File: config.mk
export PLATFORM = sky130hd
export DESIGN_NAME = demux4_32_reg
export DESIGN_NICKNAME = d
export VERILOG_FILES = /design/src/rtl/demux4_32_reg_pkg.sv /design/src/rtl/demux4_32_reg_slot.sv /design/src/rtl/demux4_32_reg.sv
export SDC_FILE = /design/constraint.sdc
export NUM_CORES = 1
export LEC_CHECK = 0
export CAP_MARGIN = 40
export CORE_UTILIZATION = 34
export DETAILED_ROUTE_END_ITERATION = 12
export PLACE_DENSITY = 0.61
export SLEW_MARGIN = 20
export SYNTH_ARGS = -nofsm -noshare
export SYNTH_HDL_FRONTEND = slang
export SYNTH_SLANG_ARGS = --single-unit
File: constraint.sdc
create_clock -name clk -period 2.6 [get_ports clk]
set_clock_uncertainty 0.15 [all_clocks]
set_input_delay 0.78 -clock clk [delete_from_list [all_inputs] [get_ports clk]]
set_output_delay 0.78 -clock clk [all_outputs]
set_load 0.005 [all_outputs]
File: src/rtl/demux4_32_reg_pkg.sv
// demux4_pkg: shared constants and types for the 1:4 registered demux.
package demux4_pkg;
    localparam int NCH   = 4;
    localparam int SEL_W = 2;
    localparam int CNT_W = 8;

    typedef logic [SEL_W-1:0] sel_t;

    typedef enum logic {SLOT_EMPTY, SLOT_FULL} slot_state_t;
endpackage

File: src/rtl/demux4_32_reg_slot.sv
// demux_slot: one-entry holding slot with a valid/ready handshake to its consumer.
module demux_slot
    import demux4_pkg::*;
#(
    parameter int WIDTH = 32
) (
    input  logic             clk,
    input  logic             rst,
    input  logic             load,
    input  logic [WIDTH-1:0] data,
    input  logic             out_ready,
    output logic [WIDTH-1:0] y,
    output logic             valid,
    output logic             can_load
);
    slot_state_t state, state_nx;

    // State register; synchronous active-low reset drops any held word.
    always_ff @(posedge clk) begin
        if (!rst) state <= SLOT_EMPTY;
        else      state <= state_nx;
    end

    // Data register; only an accept changes the held word.
    always_ff @(posedge clk) begin
        if (!rst)      y <= '0;
        else if (load) y <= data;
    end

    // Load wins over drain, so a simultaneous drain and accept stays FULL.
    always_comb begin
        state_nx = state;
        if (load)                                  state_nx = SLOT_FULL;
        else if (state == SLOT_FULL && out_ready) state_nx = SLOT_EMPTY;
    end

    assign valid    = (state == SLOT_FULL);
    assign can_load = ~valid | out_ready;
endmodule

File: src/rtl/demux4_32_reg.sv
// demux4_32_reg: 1:4 registered demux with per-channel holding slots.
// Optional DEMUX4_STATS_EN adds stat_cnt with four wrapping 8-bit handshake counters.
module demux4_32_reg
    import demux4_pkg::NCH;
#(
    parameter int WIDTH = 32,
    parameter int SEL_W = 2
) (
    input  logic             clk,
    input  logic             rst,
    input  logic             in_valid,
    output logic             in_ready,
    input  logic [SEL_W-1:0] s,
    input  logic [WIDTH-1:0] d,
    output logic [WIDTH-1:0] y0,
    output logic [WIDTH-1:0] y1,
    output logic [WIDTH-1:0] y2,
    output logic [WIDTH-1:0] y3,
    output logic [NCH-1:0]   out_valid,
    input  logic [NCH-1:0]   out_ready
`ifdef DEMUX4_STATS_EN
    ,
    output logic [31:0]      stat_cnt
`endif
);
    logic [NCH-1:0]   load, can_load;
    logic [WIDTH-1:0] y_arr [NCH];
    logic             accept;

    assign in_ready = rst & can_load[s];
    assign accept   = in_valid & in_ready;

    for (genvar i = 0; i < NCH; i++) begin : g_slot
        assign load[i] = accept & (s == SEL_W'(i));
        demux_slot #(.WIDTH(WIDTH)) u_slot (
            .clk      (clk),
            .rst      (rst),
            .load     (load[i]),
            .data     (d),
            .out_ready(out_ready[i]),
            .y        (y_arr[i]),
            .valid    (out_valid[i]),
            .can_load (can_load[i])
        );
    end

    assign y0 = y_arr[0];
    assign y1 = y_arr[1];
    assign y2 = y_arr[2];
    assign y3 = y_arr[3];

`ifdef DEMUX4_STATS_EN
    import demux4_pkg::CNT_W;
    logic [CNT_W-1:0] cnt [NCH];

    // Count output handshakes per channel; natural 8-bit wrap.
    always_ff @(posedge clk) begin
        for (int k = 0; k < NCH; k++) begin
            if (!rst)                              cnt[k] <= '0;
            else if (out_valid[k] & out_ready[k]) cnt[k] <= cnt[k] + 1'b1;
        end
    end

    for (genvar i = 0; i < NCH; i++) begin : g_stat
        assign stat_cnt[CNT_W*i +: CNT_W] = cnt[i];
    end
`endif
endmodule

==> summary by stage <==
Synthesis
sky130_fd_sc_hd__dfxtp_1 takes more of the synthesized area than any other cell. Among all flip-flop cells after synthesis, the most frequent one is sky130_fd_sc_hd__dfxtp_1. Counting every instance in the synthesized netlist gives about 480. The total standard cell area after synthesis is between 4000 and 5000 µm².

After synthesis, the mean cell area works out to 10.4 µm². After synthesis the netlist holds a flip-flop and latch count of ~130. The share of the synthesized area in the top cell type is about 54%. The distinct cell type count after synthesis is 19. In the synthesized netlist the async set-or-reset flop fraction comes to 0%. The sequential element share of the synthesized area is 53.6%. In the post-synthesis netlist, the biggest area contributors are sky130_fd_sc_hd__dfxtp_1 (54%), sky130_fd_sc_hd__mux2i_1 (26%), sky130_fd_sc_hd__nand2_1 (12%), sky130_fd_sc_hd__buf_4 (1.5%), sky130_fd_sc_hd__buf_6 (1.1%). After synthesis, the most frequently instantiated cells are sky130_fd_sc_hd__nand2_1 (161), sky130_fd_sc_hd__dfxtp_1 (132), sky130_fd_sc_hd__mux2i_1 (129), sky130_fd_sc_hd__clkbuf_1 (13), sky130_fd_sc_hd__buf_4 (10). During synthesis, Yosys emitted a total of 0 warnings. Yosys mapped a number of flops with a built-in enable equal to 0. The number of nets handed over by synthesis was roughly 520. Yosys instantiated no cell more often than sky130_fd_sc_hd__nand2_1.

Global routing
Global routing consumed, over all layers together, 18.4% of the routing resources. The number of antenna violations at the first check in global routing is 0. Summed over all layers, the global routing overflow is 0. The largest net degree at the start of global routing is 96. The first global-routing pass estimated 20900 µm of wire. The via count of the first global-routing pass was 4140.

Die
The die footprint is 15000 µm². The initial core utilization is around a third. The number of rows in the core area is 43. Pin placement for this block handled roughly 170 I/O pins.

The horizontal extent of the die is roughly 120 µm. The core area is between 10000 and 15000 µm². The die outline height is ~120 µm.

Timing
For the pin with the worst max-slew slack, the measured transition is around 0.55 ns. Setup repair after global routing left no endpoint under its margin. The worst slew slack as a fraction of its limit is between 60% and 70%. The number of endpoints with negative hold slack in the final report was 0. Of the available clock period, the critical path in the final layout requires a little over nine tenths.

Based on the critical path, the design can be clocked at up to just under 400 MHz. The final critical delay including setup and external delays is 2.55 ns. The total setup violations reported at the end of the flow is 0. The max-slew violation count is 0.

Final layout
The total of fill cells in the finished design is approximately 1300. The signed area change from the synthesized netlist to the final layout is 50.5%. The post-route netlist has roughly 8.5% of its cells at a drive strength greater than 1. For this run, the number of standard cells in the final layout without fillers is approximately 840. The net count of the finished layout is 689. The total inserted antenna cells is 0. The post-layout instance area is around 7400 µm².

Clock network
Clock tree synthesis inserted a total of 17 buffers. The maximum count of clock buffers along a single path is 2. The clock latency on the worst-skew pair is 0.40 ns. The number of sinks driven by the clock tree is 132. Clock-pin slew was measured on the worst setup and hold paths at approximately 0.050 ns. TritonCTS built the clock tree. CTS built an H-tree with a depth of 4. The root buffer cell is sky130_fd_sc_hd__clkbuf_16.

Power and ir drop
The final total power is between 0.004 and 0.005 W. The share of power burned in registers is 45.7%. The analysis attributes to cell leakage a power of 3.07 nW. The clock share of power is between 40% and 50%. In this run, the combinational gates consume approximately 7.7% of the power.

The largest vdd supply drop is between 0.3 and 0.4 mV. The power density normalized to cell area is a little over 600 nW/µm². The cell-internal power is around 0.0036 W. In this run the power spent charging and discharging nets is 0.000986 W.

Net switching is 21.5% of the power.

Routing
The remaining design rule violation count is 0. After detailed routing, the number of vias per cell comes to about 4.7. After detailed routing, the average wire length per cell comes to between 15 and 20 µm. The number of search-and-repair iterations in the first detailed-routing pass is 6. The iteration-0 DRC count of the detailed router is between 100 and 150.

After detailed routing, the total wire length is about 13000 µm. The routed via count is slightly below 4000. The number of antenna-violating nets in the routed design is 0.

Run status
The run finished with clean final reports.

Setup path
The cell with the biggest individual delay on the critical path is sky130_fd_sc_hd__mux2_4. The family with the most delay on the worst path is buffers and inverters. In this run the worst path has a maximum fanout of 2. The kind of critical path is input pin to output port. For the worst setup path, the data required time is about 1.7 ns. Walking the worst path, the cells encountered are clkdlybuf4s15_1 > nor2b_2 > mux2_4 > o22ai_2 > buf_2. The number of buffers and inverters on the critical path is 2. The kind of launch point of the worst setup path is an input pin.

The data arrival at the endpoint of the critical path is between 1.5 and 2 ns. The maximum single-stage delay on the critical path is between 0.2 and 0.3 ns. The endpoint kind of the worst setup timing path is an output port.

Placement
The count of buffers added on input and output ports is between 150 and 200. At the end of routability-driven placement, the weighted congestion stood at 0.736. The wire-length estimate of the detail-placed layout is ~9000 µm.

Once placement finished, the instance area stood at between 6000 and 7000 µm². The total instance count after detailed placement is between 800 and 900.

Run
Across the run, the number of max-cap violations was 0.

Worst hold path
The classification of the worst-slack hold path is flip-flop to flip-flop.
final timing paths:
check / from / endpoint / slack (ns) / cells past startpoint
worst min register to register: g_slot[1].u_slot.y[1] / g_slot[1].u_slot.y[1] / 0.30 / 2
worst max register to register: g_slot[1].u_slot.valid / g_slot[1].u_slot.y[8] / 0.98 / 5
worst max-delay path: out_ready[0] / in_ready / 0.05 / 5
worst min-delay path: g_slot[1].u_slot.y[1] / g_slot[1].u_slot.y[1] / 0.30 / 2
kinds of logic (layout without fill, tap and decap cells):
kind of cell,count (synthesis),after routing,synth area share [%]
flops,132,132,53.6
compound gates,5,5,0.736
buf+inv,37,218,5.13
simple gates,172,172,14.1
mux,130,130,26.4
routing by layer:
layer	global-route usage [%]	wire length [µm]
met1	20.9	5630
met2	29.7	6260
met3	7.81	1090
met4	8.46	291
met5	0	0
what timing repair did:
action | CTS | global route
hold endpoints to repair | 0 | 0
cloned | 0 | 0
setup endpoints to repair | 1 | 1
buffers inserted | 0 | 0
hold buffers | 0 | 0
gates resized for setup | 14 | 7
pin swaps | 1 | 1
area by class of cell:
| class | instances | area [µm²] | area share, % |
|---|---|---|---|
| sequential | 132 | 2640 | 35.6 |
| multi-input combinational | 307 | 2090 | 28.2 |
| timing repair buffer | 190 | 1940 | 26.1 |
| clock buffer | 22 | 464 | 6.26 |
| tap | 180 | 225 | 3.04 |
| clock inverter | 6 | 57.6 | 0.776 |
metrics by stage:
step	hold WS (ns)	util (%)	setup TNS, ns	setup WS (ns)
floorplan	0.301	-	0	0.122
finish	0.304	53.0	0	0.0521
detailed placement	0.300	49.0	-1.30	-0.650
CTS	0.308	52.9	0	0.0125
global route	0.329	53.0	0	0.0106
global placement	0.292	49.0	-0.882	-0.672
layout by cell type, fill, tap and decap left out, types with 3 or more instances in the layout:
| cell type | count |
|---|---|
| sky130_fd_sc_hd__clkbuf_1 | 3 |
| sky130_fd_sc_hd__nand2_1 | 161 |
| sky130_fd_sc_hd__buf_4 | 11 |
| sky130_fd_sc_hd__clkdlybuf4s15_1 | 3 |
| sky130_fd_sc_hd__clkbuf_16 | 17 |
| sky130_fd_sc_hd__nand2b_4 | 3 |
| sky130_fd_sc_hd__clkinv_2 | 4 |
| sky130_fd_sc_hd__dfxtp_1 | 132 |
| sky130_fd_sc_hd__buf_12 | 7 |
| sky130_fd_sc_hd__mux2i_1 | 128 |
| sky130_fd_sc_hd__clkdlybuf4s50_1 | 165 |
power by group through the flow:
stage	Clock, W	Combinational (W)	Sequential [W]
after floorplan	0	0.000150	0.00214
after global placement	0	0.000350	0.00214
after detailed placement	0	0.000354	0.00214
after CTS	0.00220	0.000353	0.00210
after global routing	0.00230	0.000380	0.00210
final	0.00214	0.000352	0.00210
worst reg2reg max path, stage by stage, from the launching register on:
cell and delay, ns:
sky130_fd_sc_hd__dfxtp_1 0.32, sky130_fd_sc_hd__nor2b_2 0.17, sky130_fd_sc_hd__buf_4 0.14, sky130_fd_sc_hd__nor3b_4 0.29, sky130_fd_sc_hd__buf_12 0.24, sky130_fd_sc_hd__mux2i_1 0.22
sequential cells by signal, summed over array words and instances (netlist names):
| signal | flops |
|---|---|
| g_slot.u_slot.y | 128 |
| g_slot.u_slot.valid | 4 |
(Power assumes the default switching activity.)
==> patch 1 (same flow settings) <==
Build with the macro `DEMUX4_STATS_EN` defined.
--- a/src/rtl/demux4_32_reg.sv
+++ b/src/rtl/demux4_32_reg.sv
@@ -2,2 +2,4 @@
 // Optional DEMUX4_STATS_EN adds stat_cnt with four wrapping 8-bit handshake counters.
+`define DEMUX4_STATS_EN
+
 module demux4_32_reg
Check against the original RTL (old outputs only; new: stat_cnt): equivalent (Yosys induction, for registers that start in step).
==> patch 1 against the original RTL <==
  * The run now ends with negative setup slack left
  * Global-route usage fell by 0.42 points
  * Combinational power rose by 24%
  * Design area rose by 27%
  * Critical path depth did not move
  * Sequential cell count rose by 32
  * First-iteration DRC count rose by 64%
  * Total power rose by 21%
  * Synthesized area rose by 32%
  * Non-clock buffer count rose by 35
  * Die area rose by 32%
  * Cell count rose by 28%
  * Worst setup slack got worse by 0.15 ns
  * Routed wire length rose by 31%
==> patch 1: results (changes against the original RTL) <==
* Post-DP HPWL at 11.9 mm (+30%)
* DR vias/cell at 4.73 (+0.63%)
* Xor/xnor share of the synthesized area at 0.0161 (+0.0161)
* Leak at 3.72 nW (+21%)
* Largest net degree at the start of global routing at 101 (+5.2%)
* Synth cell count leaders: 174 x nand2_1, 132 x dfxtp_1, 128 x mux2i_1
* Syn Nets at 666 (+29%)
* Slew HR at 0.692 (+0.0603)
* CP arrival at 1.77 ns (+0.15 ns)
* Fin nets at 872 (+27%)
* Failing checks: negative setup slack
* Layout cells sized above 1 at 0.0786 (-0.00666)
* R2R Setup Slk at 0.78 ns (-0.20 ns)
* Fin Setup TNS at -0.102 ns (-0.102 ns)
* Cell family with most CP delay: multiplexers
* Adder-cell share of the synthesized area at 0.00767 (+0.00767)
* Synth Area in Compound Gates at 0.0230 (+0.0157)
* Mux cell area share after synthesis at 0.200 (-0.0643)
* Unique masters post-synth at 31 (+12)
* Synth area leaders: dfxtp_1 41%, mux2i_1 20%, edfxtp_1 15%
* Routed wire per std cell at 16.1 µm (+1.8%)
* Outcome: finished with violations
* Placed Area at 8850 µm² (+29%)
* Max VDD drop at 0.438 mV (+23%)
* Setup WS post-layout at -0.102 ns (-0.154 ns)
* Worst-skew pair later-pin latency at 0.42 ns (+0.02 ns)
* GRT Total Usage at 0.180 (-0.00419)
* Sequential fraction of the synthesis area at 0.552 (+0.0164)
* GP Congestion at 0.797 (+8.2%)
* FILL cells at 1745 (+37%)
* Placed Cells at 1041 (+29%)
* CP peak stage delay at 0.43 ns (+0.15 ns)
* DRT Pass-1 Iters at 4 (-2)
* Vias in the first global route at 5264 (+27%)
* # setup viols final at 1 (+1)
* First-pass GRT wire length at 27.8 mm (+33%)
* Final std cells w/o fill at 1074 (+28%)
* Drt first-iter violations at 203 (+64%)
* CP max-delay cell: mux4_2
## patch 1: layer usage
| metal | global-route usage | part of all wire | vias up |
|---|---|---|---|
| met3 | 0.0632 | 0.073 | 13 |
| met1 | 0.209 | 0.43 | 2423 |
| met5 | 0 | 0 | - |
| li1 | - | - | 2513 |
| met2 | 0.313 | 0.49 | 128 |
| met4 | 0.0463 | 0.0081 | 0 |
## patch 1: timing repair
item                                    4_1_cts  5_1_grt
resized for setup                            28        0
buffers inserted                              1        0
cloned                                        0        0
endpoints found under the setup margin        1        1
pin swaps                                     1        0
hold buffers                                  0        0
## patch 1: cell families (layout without fill, tap and decap cells)
logic type,count (synthesis),in the layout
AOI/OAI and AO/OA,28,28
xor gates and xnor gates,12,12
adders and majority gates,4,4
buffers and inverters,41,260
DFF,164,164
muxes,129,129
and+or+nand+nor,243,243
## patch 1: worst paths after layout
path                                 end                   start  cells past startpoint
setup / recovery                in_ready            out_ready[0]                      5
hold / removal     g_slot[2].u_slot.y[4]   g_slot[2].u_slot.y[4]                      2
setup reg to reg  g_slot[2].u_slot.y[18]  g_slot[2].u_slot.valid                      5
hold reg to reg    g_slot[2].u_slot.y[4]   g_slot[2].u_slot.y[4]                      2
## patch 1: power by group
group / switching, W / total, W / leakage (nW) / internal, W
sequential: 0.0000495 / 0.00270 / 1.40 / 0.00266
clock: 0.00106 / 0.00241 / 0.279 / 0.00136
combinational: 0.000198 / 0.000436 / 2.04 / 0.000238
## patch 1: area by class of cell
cell class	count	area (µm²)	share of cell area
Clock buffer	18	439	0.0466
Tap cell	234	293	0.0311
Multi-Input combinational cell	416	2690	0.286
Timing Repair Buffer	225	2250	0.239
Clock inverter	14	129	0.0137
Inverter	3	11.3	0.00119
Sequential cell	164	3600	0.382
## patch 1: tightest hold or removal path, delay by kind of cell, from the launching register on
| kind | cells | cell delay, ns |
|---|---|---|
| and+or+nand+nor | 1 | 0.05 |
| DFF | 1 | 0.31 |
| muxes | 1 | 0.05 |
## patch 1: per-stage QoR
stage | hold slack, ns | power (W)
floorplan | 0.301 | 0.00294
global placement | 0.293 | 0.00319
detailed placement | 0.296 | 0.00320
CTS | 0.308 | 0.00563
global route | 0.323 | 0.00578
finish | 0.306 | 0.00555
==> patch 2 (same flow settings) <==
Made on the original files. `SEL_W` is set to 2 in 2 places; all go to 1.
--- a/src/rtl/demux4_32_reg_pkg.sv
+++ b/src/rtl/demux4_32_reg_pkg.sv
@@ -3,3 +3,3 @@
     localparam int NCH   = 4;
-    localparam int SEL_W = 2;
+    localparam int SEL_W = 1;
     localparam int CNT_W = 8;
--- a/src/rtl/demux4_32_reg.sv
+++ b/src/rtl/demux4_32_reg.sv
@@ -6,3 +6,3 @@
     parameter int WIDTH = 32,
-    parameter int SEL_W = 2
+    parameter int SEL_W = 1
 ) (
Ports: changed (resized s); port bits go from 174 to 173. The function was not compared with the original's and may differ.
==> patch 2 against the original RTL <==
  * Clock power fell by 58%
  * Synthesized area shrank 34%
  * Critical path type unchanged
  * Total power decreased by 46%
  * Design area fell by 35%
  * Sequential cell count shrank 64
  * Worst setup slack improved by 0.067 ns
  * Routed wire length down 39%
==> patch 2: results (changes against the original RTL) <==
* Root Buffer: clkbuf_8
* R2R Setup Slk at 0.99 ns
* CTS buffer count at 9 (-8)
* Adder-cell share of the synthesized area at 0 (unchanged)
* Fin nets at 510 (-26%)
* GRT Total Usage at 0.166 (-0.0181)
* DR vias/cell at 4.37 (-7.1%)
* Slew HR at 0.560 (-0.0720)
* Post-synth top flop: dfxtp_1
* GP Congestion at 0.706 (-4.1%)
* Reg2Reg Depth at 5 (unchanged)
* Layout cells sized above 1 at 0.135 (+0.0495)
* Placed Area at 4580 µm² (-33%)
* Synth cell count leaders: 70 x buf_4, 68 x dfxtp_1, 67 x nand2_1
* DRT Pass-1 Iters at 7 (+1)
* Hold path startpoint: g_slot[0].u_slot.y[26]
* Max VDD drop at 0.228 mV (-36%)
* Clock-pin slew on the worst setup and hold paths at 0.08 ns (+0.03 ns)
* H-tree depth at 3 (-1)
* CP max-delay cell: or2_2
* R2R Path Start: g_slot[0].u_slot.valid
* Worst-skew pair later-pin latency at 0.33 ns (-0.07 ns)
* Sequential fraction of the synthesis area at 0.421 (-0.115)
* Worst Hold Endpoint: g_slot[0].u_slot.y[26]
* Clock Tree Buf Depth at 2 (unchanged)
* Vias in the first global route at 2485 (-40%)
* Post-DP HPWL at 5.75 mm (-37%)
* FF-to-FF End: g_slot[0].u_slot.y[5]
* CP arrival at 1.55 ns (-0.07 ns)
* Worst Setup SP: s
* Ys async rst share at 0 (unchanged)
* Port bufs at 172 (-0.58%)
* Synth Area in Compound Gates at 0.0959 (+0.0885)
* Leak at 1.86 nW (-39%)
* Mux cell area share after synthesis at 0.0990 (-0.165)
* First-pass GRT wire length at 12.8 mm (-39%)
* Syn Nets at 407 (-21%)
* Synth area leaders: dfxtp_1 42%, buf_4 16%, mux2i_1 9.9%
* Outcome: finished clean
* Drt first-iter violations at 64 (-48%)
* Largest register FFs at 64 (-50%)
* Yosys Warn Count at 0 (unchanged)
## patch 2: metal layers
metal,global-route usage,up-vias,part of all wire
li1,-,1307,-
met1,0.203,1235,0.44
met2,0.279,89,0.50
met3,0.0401,6,0.049
met4,0.0679,0,0.0094
met5,0,-,0
## patch 2: power by group through the flow
| stage | registers, W | logic [W] | clock network, W |
|---|---|---|---|
| 3_5_place_dp | 0.00117 | 0.000443 | 0 |
| 3_3_place_gp | 0.00117 | 0.000439 | 0 |
| 5_1_grt | 0.00115 | 0.000472 | 0.000990 |
| 4_1_cts | 0.00115 | 0.000444 | 0.000945 |
| 6_report | 0.00114 | 0.000437 | 0.000908 |
| 2_1_floorplan | 0.00117 | 0.000207 | 0 |
## patch 2: worst register-to-register path: cells and delay by family, from the launching register on
kind | cells | cell delay, ns
buf+inv | 2 | 0.44
simple gates | 2 | 0.42
flops | 1 | 0.32
mux | 1 | 0.22
## patch 2: area by class of cell
cell class                 instances  area, µm²
tap                              129        161
multi-input combinational        176       1110
inverter                          32        120
clock inverter                     5       58.8
fill                             884       4450
sequential                        68       1360
timing repair buffer             183       1830
clock buffer                      11        151
## patch 2: logic make-up after synthesis
group | count (synthesis)
multiplexers | 32
AO/OA/AOI/OAI | 37
buffers and inverters | 123
flip-flops | 68
AND/OR/NAND/NOR | 107
## patch 2: repair_timing
| action | 4_1_cts | 5_1_grt |
|---|---|---|
| hold buffers | 0 | 0 |
| setup endpoints to repair | 1 | 0 |
| gates resized for setup | 10 | 0 |
## patch 2: metrics by stage
step | worst slack (ns) | hold WS, ns | instances
6_report | 0.119 | 0.327 | 604
5_1_grt | 0.0618 | 0.345 | 604
4_1_cts | 0.117 | 0.330 | 604
3_5_place_dp | -0.589 | 0.313 | 588
3_3_place_gp | -0.595 | 0.307 | 588
2_1_floorplan | 0.317 | 0.306 | 367
